File: src/rtl/red_peak_detector.sv
// rtl/red_peak_detector.sv - hysteresis peak/trough tracker producing beat period and AC amplitude
//
// Ports:
//   CLK_Filter      in   1   single clock, rising edge
//   rst             in   1   synchronous active-high reset
//   Sample_Valid    in   1   one-cycle strobe for a new filtered sample
//   In_RED_Filtered in  20   unsigned filtered red sample
//   Peak_Value      out 20   last accepted peak
//   Trough_Value    out 20   last confirmed trough
//   AC_Amplitude    out 20   peak minus trough at the last accepted beat
//   Beat_Period     out 16   samples between the last two accepted peaks
//   Beat_Valid      out  1   one-cycle pulse per accepted beat
//   Timeout         out  1   no beat accepted within MAX_PERIOD samples
module red_peak_detector #(
  parameter logic [19:0] HYST       = 20'd512,
  parameter logic [15:0] MIN_PERIOD = 16'd100,
  parameter logic [15:0] MAX_PERIOD = 16'd1000
) (
  input  logic        CLK_Filter,
  input  logic        rst,
  input  logic        Sample_Valid,
  input  logic [19:0] In_RED_Filtered,
  output logic [19:0] Peak_Value,
  output logic [19:0] Trough_Value,
  output logic [19:0] AC_Amplitude,
  output logic [15:0] Beat_Period,
  output logic        Beat_Valid,
  output logic        Timeout
);

  typedef enum logic [1:0] {
    ST_INIT    = 2'd0,
    ST_RISING  = 2'd1,
    ST_FALLING = 2'd2
  } state_t;

  state_t      r_state;
  logic [15:0] r_cnt;
  logic [19:0] r_run_max;
  logic [19:0] r_run_min;
  logic        r_have_peak;
  logic [19:0] r_peak;
  logic [19:0] r_trough;
  logic [19:0] r_ac;
  logic [15:0] r_period;
  logic        r_beat_valid;
  logic        r_timeout;

  logic [19:0] w_max_next;
  logic [19:0] w_min_next;
  logic [20:0] w_fall_amt;
  logic [20:0] w_rise_amt;
  logic        w_peak_conf;
  logic        w_trough_conf;
  logic [15:0] w_cnt_next;
  logic        w_accept;
  logic [20:0] w_ac_diff;

  assign w_max_next = (In_RED_Filtered > r_run_max) ? In_RED_Filtered : r_run_max;
  assign w_min_next = (In_RED_Filtered < r_run_min) ? In_RED_Filtered : r_run_min;

  // Widened by one bit so the full 0..20'hFFFFF input range never wraps.
  assign w_fall_amt = {1'b0, w_max_next} - {1'b0, In_RED_Filtered};
  assign w_rise_amt = {1'b0, In_RED_Filtered} - {1'b0, w_min_next};

  assign w_peak_conf   = (r_state == ST_RISING)  && (w_fall_amt >= {1'b0, HYST});
  assign w_trough_conf = (r_state == ST_FALLING) && (w_rise_amt >= {1'b0, HYST});

  // Count including the current sample, saturating at the timeout limit.
  assign w_cnt_next = (r_cnt >= MAX_PERIOD) ? MAX_PERIOD : r_cnt + 16'd1;

  assign w_accept = w_peak_conf && r_have_peak &&
                    (w_cnt_next >= MIN_PERIOD) && (w_cnt_next < MAX_PERIOD);

  // Bit 20 set means the trough lies above the peak; amplitude clamps to 0.
  assign w_ac_diff = {1'b0, w_max_next} - {1'b0, r_trough};

  always_ff @(posedge CLK_Filter) begin
    if (rst) begin
      r_state      <= ST_INIT;
      r_cnt        <= 16'd0;
      r_run_max    <= 20'd0;
      r_run_min    <= 20'd0;
      r_have_peak  <= 1'b0;
      r_peak       <= 20'd0;
      r_trough     <= 20'd0;
      r_ac         <= 20'd0;
      r_period     <= 16'd0;
      r_beat_valid <= 1'b0;
      r_timeout    <= 1'b0;
    end else begin
      r_beat_valid <= 1'b0;
      if (Sample_Valid) begin
        r_cnt <= w_cnt_next;
        case (r_state)
          ST_INIT: begin
            r_run_max <= In_RED_Filtered;
            r_run_min <= In_RED_Filtered;
            r_state   <= ST_RISING;
          end
          ST_RISING: begin
            r_run_max <= w_max_next;
            if (w_peak_conf) begin
              r_run_min <= In_RED_Filtered;
              r_state   <= ST_FALLING;
            end
          end
          ST_FALLING: begin
            r_run_min <= w_min_next;
            if (w_trough_conf) begin
              r_trough  <= w_min_next;
              r_run_max <= In_RED_Filtered;
              r_state   <= ST_RISING;
            end
          end
          default: r_state <= ST_INIT;
        endcase

        // A peak that is too early is dropped without restarting the count,
        // so the next real peak is still timed from the last accepted one.
        if (w_peak_conf && !r_have_peak) begin
          r_have_peak <= 1'b1;
          r_cnt       <= 16'd0;
          r_timeout   <= 1'b0;
          r_peak      <= w_max_next;
        end else if (w_accept) begin
          r_period     <= w_cnt_next;
          r_peak       <= w_max_next;
          r_ac         <= w_ac_diff[20] ? 20'd0 : w_ac_diff[19:0];
          r_beat_valid <= 1'b1;
          r_cnt        <= 16'd0;
        end else if (w_cnt_next == MAX_PERIOD) begin
          r_timeout   <= 1'b1;
          r_have_peak <= 1'b0;
        end
      end
    end
  end

  assign Peak_Value   = r_peak;
  assign Trough_Value = r_trough;
  assign AC_Amplitude = r_ac;
  assign Beat_Period  = r_period;
  assign Beat_Valid   = r_beat_valid;
  assign Timeout      = r_timeout;

endmodule

File: config.mk
export PLATFORM = sky130hd
export DESIGN_NAME = red_peak_detector
export DESIGN_NICKNAME = d
export VERILOG_FILES = /design/src/rtl/red_peak_detector.sv
export SDC_FILE = /design/constraint.sdc
export NUM_CORES = 1
export LEC_CHECK = 0
export ABC_AREA = 1
export BUFFER_PORTS_ARGS = -buffer_cell sky130_fd_sc_hd__buf_2
export CAP_MARGIN = 20
export CORE_MARGIN = 3
export CORE_UTILIZATION = 25
export DETAILED_ROUTE_END_ITERATION = 10
export GPL_ROUTABILITY_DRIVEN = 0
export HOLD_SLACK_MARGIN = 0.06
export PLACE_DENSITY = 0.47
export SETUP_SLACK_MARGIN = 0.4
export SLEW_MARGIN = 20
export SYNTH_ARGS = -nofsm -noshare
export SYNTH_HDL_FRONTEND = slang
export SYNTH_SLANG_ARGS = --single-unit
export TNS_END_PERCENT = 50
File: constraint.sdc
create_clock -name CLK_Filter -period 12.2 [get_ports CLK_Filter]
set_input_delay 1.83 -clock CLK_Filter [delete_from_list [all_inputs] [get_ports CLK_Filter]]
set_output_delay 1.83 -clock CLK_Filter [all_outputs]
set_load 0.01 [all_outputs]
==> out/results.tsv <==
stage	metric	value	unit
clock_network	cts.clk_slew.worst_paths	0.07	ns
global_route	antenna_found_initial	0	
clock_network	post_cts_buffers	0	
synth	async_flop_share	0	%
drt	wl	37300	um
hold_path	min_path_cells	2	
drt	routed_via_density	4.58	
floorplanning	pin_count	101	
clock_network	cts_buffers	17	
critical_path	cp-end-kind	flop	
timing	rsz0062_at_grt	no	
global_route	grt_pass1_wl	58500	um
timing	fin_ws	4.60	ns
drt	drc	0	
floorplanning	fp.dieH	215	um
timing	setup_viol	0	
run	cap_violations	0	
critical_path	criticalPathCategory	in -> reg	
timing	drv_slew	0	
clock_network	htreeDepth	4	
critical_path	r2r_start	r_run_max[19]	
critical_path	r2r_setup_slack	5.76	ns
drt	dr.max_layer_used	met4	
critical_path	worstPathRequired	12.53	ns
timing	hold_viol	0	
clock_network	clockBufferDepth	2	
global_route	gr-usage-all-layers	15.9	%
drt	ant_nets	0	
clock_network	cts_resized	0	
clock_network	clockRootBuffer	clkbuf_16	
synth	synth_seq_cells	137	
placement	place_area	0.0120	mm2
synth	yosys.area.top_type	dfxtp_1	
critical_path	critPathTopFamily	simple AND/OR/NAND/NOR gates	
drt	routedLengthMet1	18000	um
power	ir_worst_vdd	0.0909	mV
floorplanning	core	0.0432	mm2
critical_path	slowest_delay	0.99	ns
power	leakage	6.39	nW
critical_path	critPathArrivalTime	7.94	ns
drt	vias	11400	
cells_and_area	final_area	0.0126	mm2
clock_network	clock_sinks	137	
synth	synth_seq_area_share	25.1	%
floorplanning	row_count	76	
floorplanning	start_util	25.4	%
timing	relSlewSlack	34.3	%
synth	synth_area_leaders	dfxtp_1, nand2_1, ha_1	
timing	fin_crit_sh	62.3	%
critical_path	crit_top_cell	nand2_1	
timing	min_period	7.60	ns
drt	drt-initial-drc-count	894	
timing	tightest_slew	0.983	ns
power	powerDensity	135	mW/mm2
critical_path	cpMaxStageDelayCell	nand2_1	
floorplanning	die-area	0.0463	mm2
cells_and_area	syn_to_final_growth	15.1	%
synth	synth_edf_count	0	
placement	dpl.hpwl	29700	um
critical_path	path_buf_inv	3	
synth	ys_warn_count	0	
critical_path	start_kind	primary input	
placement	post-place-ws	4.03	ns
synth	synth_ff_type	dfxtp_1	
synth	synth_cell_types	38	
critical_path	ff2ff_path_depth	25	
cells_and_area	n_antenna_cell	0	
drt	avgRoutedWirePerCell	15.0	um
floorplanning	die_w	215	um
timing	finalClockSkew	0.0112	ns
synth	syn_area	0.0109	mm2
global_route	grt_overflow_total	0	
global_route	grt_max_degree	72	
clock_network	cts_tree	yes	
cells_and_area	final_net_count	2019	
hold_path	hold_start	r_cnt[10]	
timing	fmax	0.132	GHz
hold_path	min_to	r_cnt[10]	
hold_path	hold_class	reg -> reg	
placement	io_buffers	100	
critical_path	crit_fanout	40	
cells_and_area	drive_gt1_share	8.65	%
drt	first_pass_iters	5	
synth	synth_top_area_share	25.1	%
synth	syn_avg_cell_area	5.99	um2
drt	met3_length	1270	um
clock_network	clock_latency	0.45	ns
synth	synth_fp_nets	1953	
timing	tns	0	ns
synth	synth_cells	1828	
run_status	run_status	completed	
drt	wl_met2	17100	um
global_route	first_global_vias	10500	
critical_path	crit_path_start	In_RED_Filtered[19]	
clock_network	cts_hold_buffers	0	
critical_path	reg2reg_to	r_run_min[0]	
-- sequential cells by signal, indices dropped and copies added, names as in the netlist --
signal / count
r_run_max: 20
Beat_Period: 16
r_have_peak: 1
Timeout: 1
r_run_min: 20
r_cnt: 16
Beat_Valid: 1
Peak_Value: 20
r_state: 2
AC_Amplitude: 20
Trough_Value: 20
-- tightest hold or removal path, delay by kind of cell, from the launching register on --
family	cells	cell delay (ns)
and+or+nand+nor	1	0.04
buffers and inverters	1	0.06
DFF	1	0.30
-- report_power, final --
| group | total [mW] | switching, mW | internal (mW) | leakage (nW) |
|---|---|---|---|---|
| logic | 0.686 | 0.460 | 0.227 | 4.98 |
| registers | 0.477 | 0.00963 | 0.468 | 1.12 |
| clock network | 0.531 | 0.228 | 0.303 | 0.288 |
-- placed cells by master, fill, tap and decap left out, drive strengths merged --
| master | instances |
|---|---|
| bufinv | 1 |
| o21ai | 97 |
| nor2 | 229 |
| nand3b | 7 |
| buf | 108 |
| dfxtp | 137 |
| a21oi | 122 |
| o21a | 2 |
| fa | 1 |
| clkbuf | 20 |
| a21boi | 3 |
| o21bai | 6 |
| clkinvlp | 2 |
| nor4 | 3 |
| clkinv | 2 |
| nand2 | 574 |
| nand3 | 121 |
| nand2b | 1 |
| nand4 | 49 |
| a21o | 5 |
| o211a | 1 |
| o211ai | 4 |
| xnor2 | 13 |
| a31oi | 3 |
| and2 | 18 |
| xor2 | 10 |
| ha | 101 |
| inv | 255 |
| a31o | 2 |
| nor3 | 10 |
-- cell usage after synthesis, drive strengths merged (3+ instances only) --
| cell | n |
|---|---|
| xor2 | 10 |
| nor3 | 10 |
| nand3b | 7 |
| xnor2 | 13 |
| dfxtp | 137 |
| nand3 | 121 |
| ha | 101 |
| nand4 | 49 |
| a31oi | 3 |
| nand2 | 574 |
| nor2 | 229 |
| clkbuf | 32 |
| o21ai | 97 |
| a21o | 5 |
| o21bai | 6 |
| o211ai | 4 |
| buf | 29 |
| a21boi | 3 |
| and2 | 18 |
| nor4 | 3 |
| a21oi | 122 |
| inv | 248 |
-- area by class of cell --
type | instances | area (um2)
fill | 4913 | 30600
multi-input combinational | 1382 | 7010
inverter | 248 | 931
clock inverter | 12 | 129
timing repair buffer | 108 | 581
sequential | 137 | 2740
tap | 585 | 732
clock buffer | 20 | 467
-- metrics by stage --
stage	power (mW)	util (%)	instances	hold WS (ns)
CTS	1.71	29.1	2491	0.438
detailed placement	1.17	27.7	2459	0.429
global placement	1.17	27.7	2459	0.424
floorplan	0.981	-	1828	0.416
finish	1.69	29.2	2492	0.435
global route	1.82	29.2	2492	0.455
-- kinds of logic (layout without fill, tap and decap cells) --
logic type      Yosys count  count (layout)  synth area share [%]
flops                   137             137                  25.1
xor+xnor                 23              23                  1.84
buf+inv                 309             388                  11.0
fa+ha+maj               102             102                  11.7
compound gates          245             245                  11.8
simple gates           1012            1012                  38.5
-- worst max path at each step --
stage | end | slack [ns] | cells past startpoint
after CTS | AC_Amplitude[18] | 4.48 | 25
after floorplan | Peak_Value[8] | 6.77 | 31
final | r_run_min[0] | 4.60 | 25
after global placement | AC_Amplitude[18] | 4.00 | 25
after detailed placement | AC_Amplitude[18] | 4.03 | 25
after global routing | r_run_min[7] | 4.00 | 28
-- layer usage --
layer	vias up	track usage [%]
met5	-	0
met4	0	4.91
met3	42	2.59
met2	226	26.3
met1	5187	21.4
li1	5948	-
Note: power is estimated with default switching activity, not from simulation.
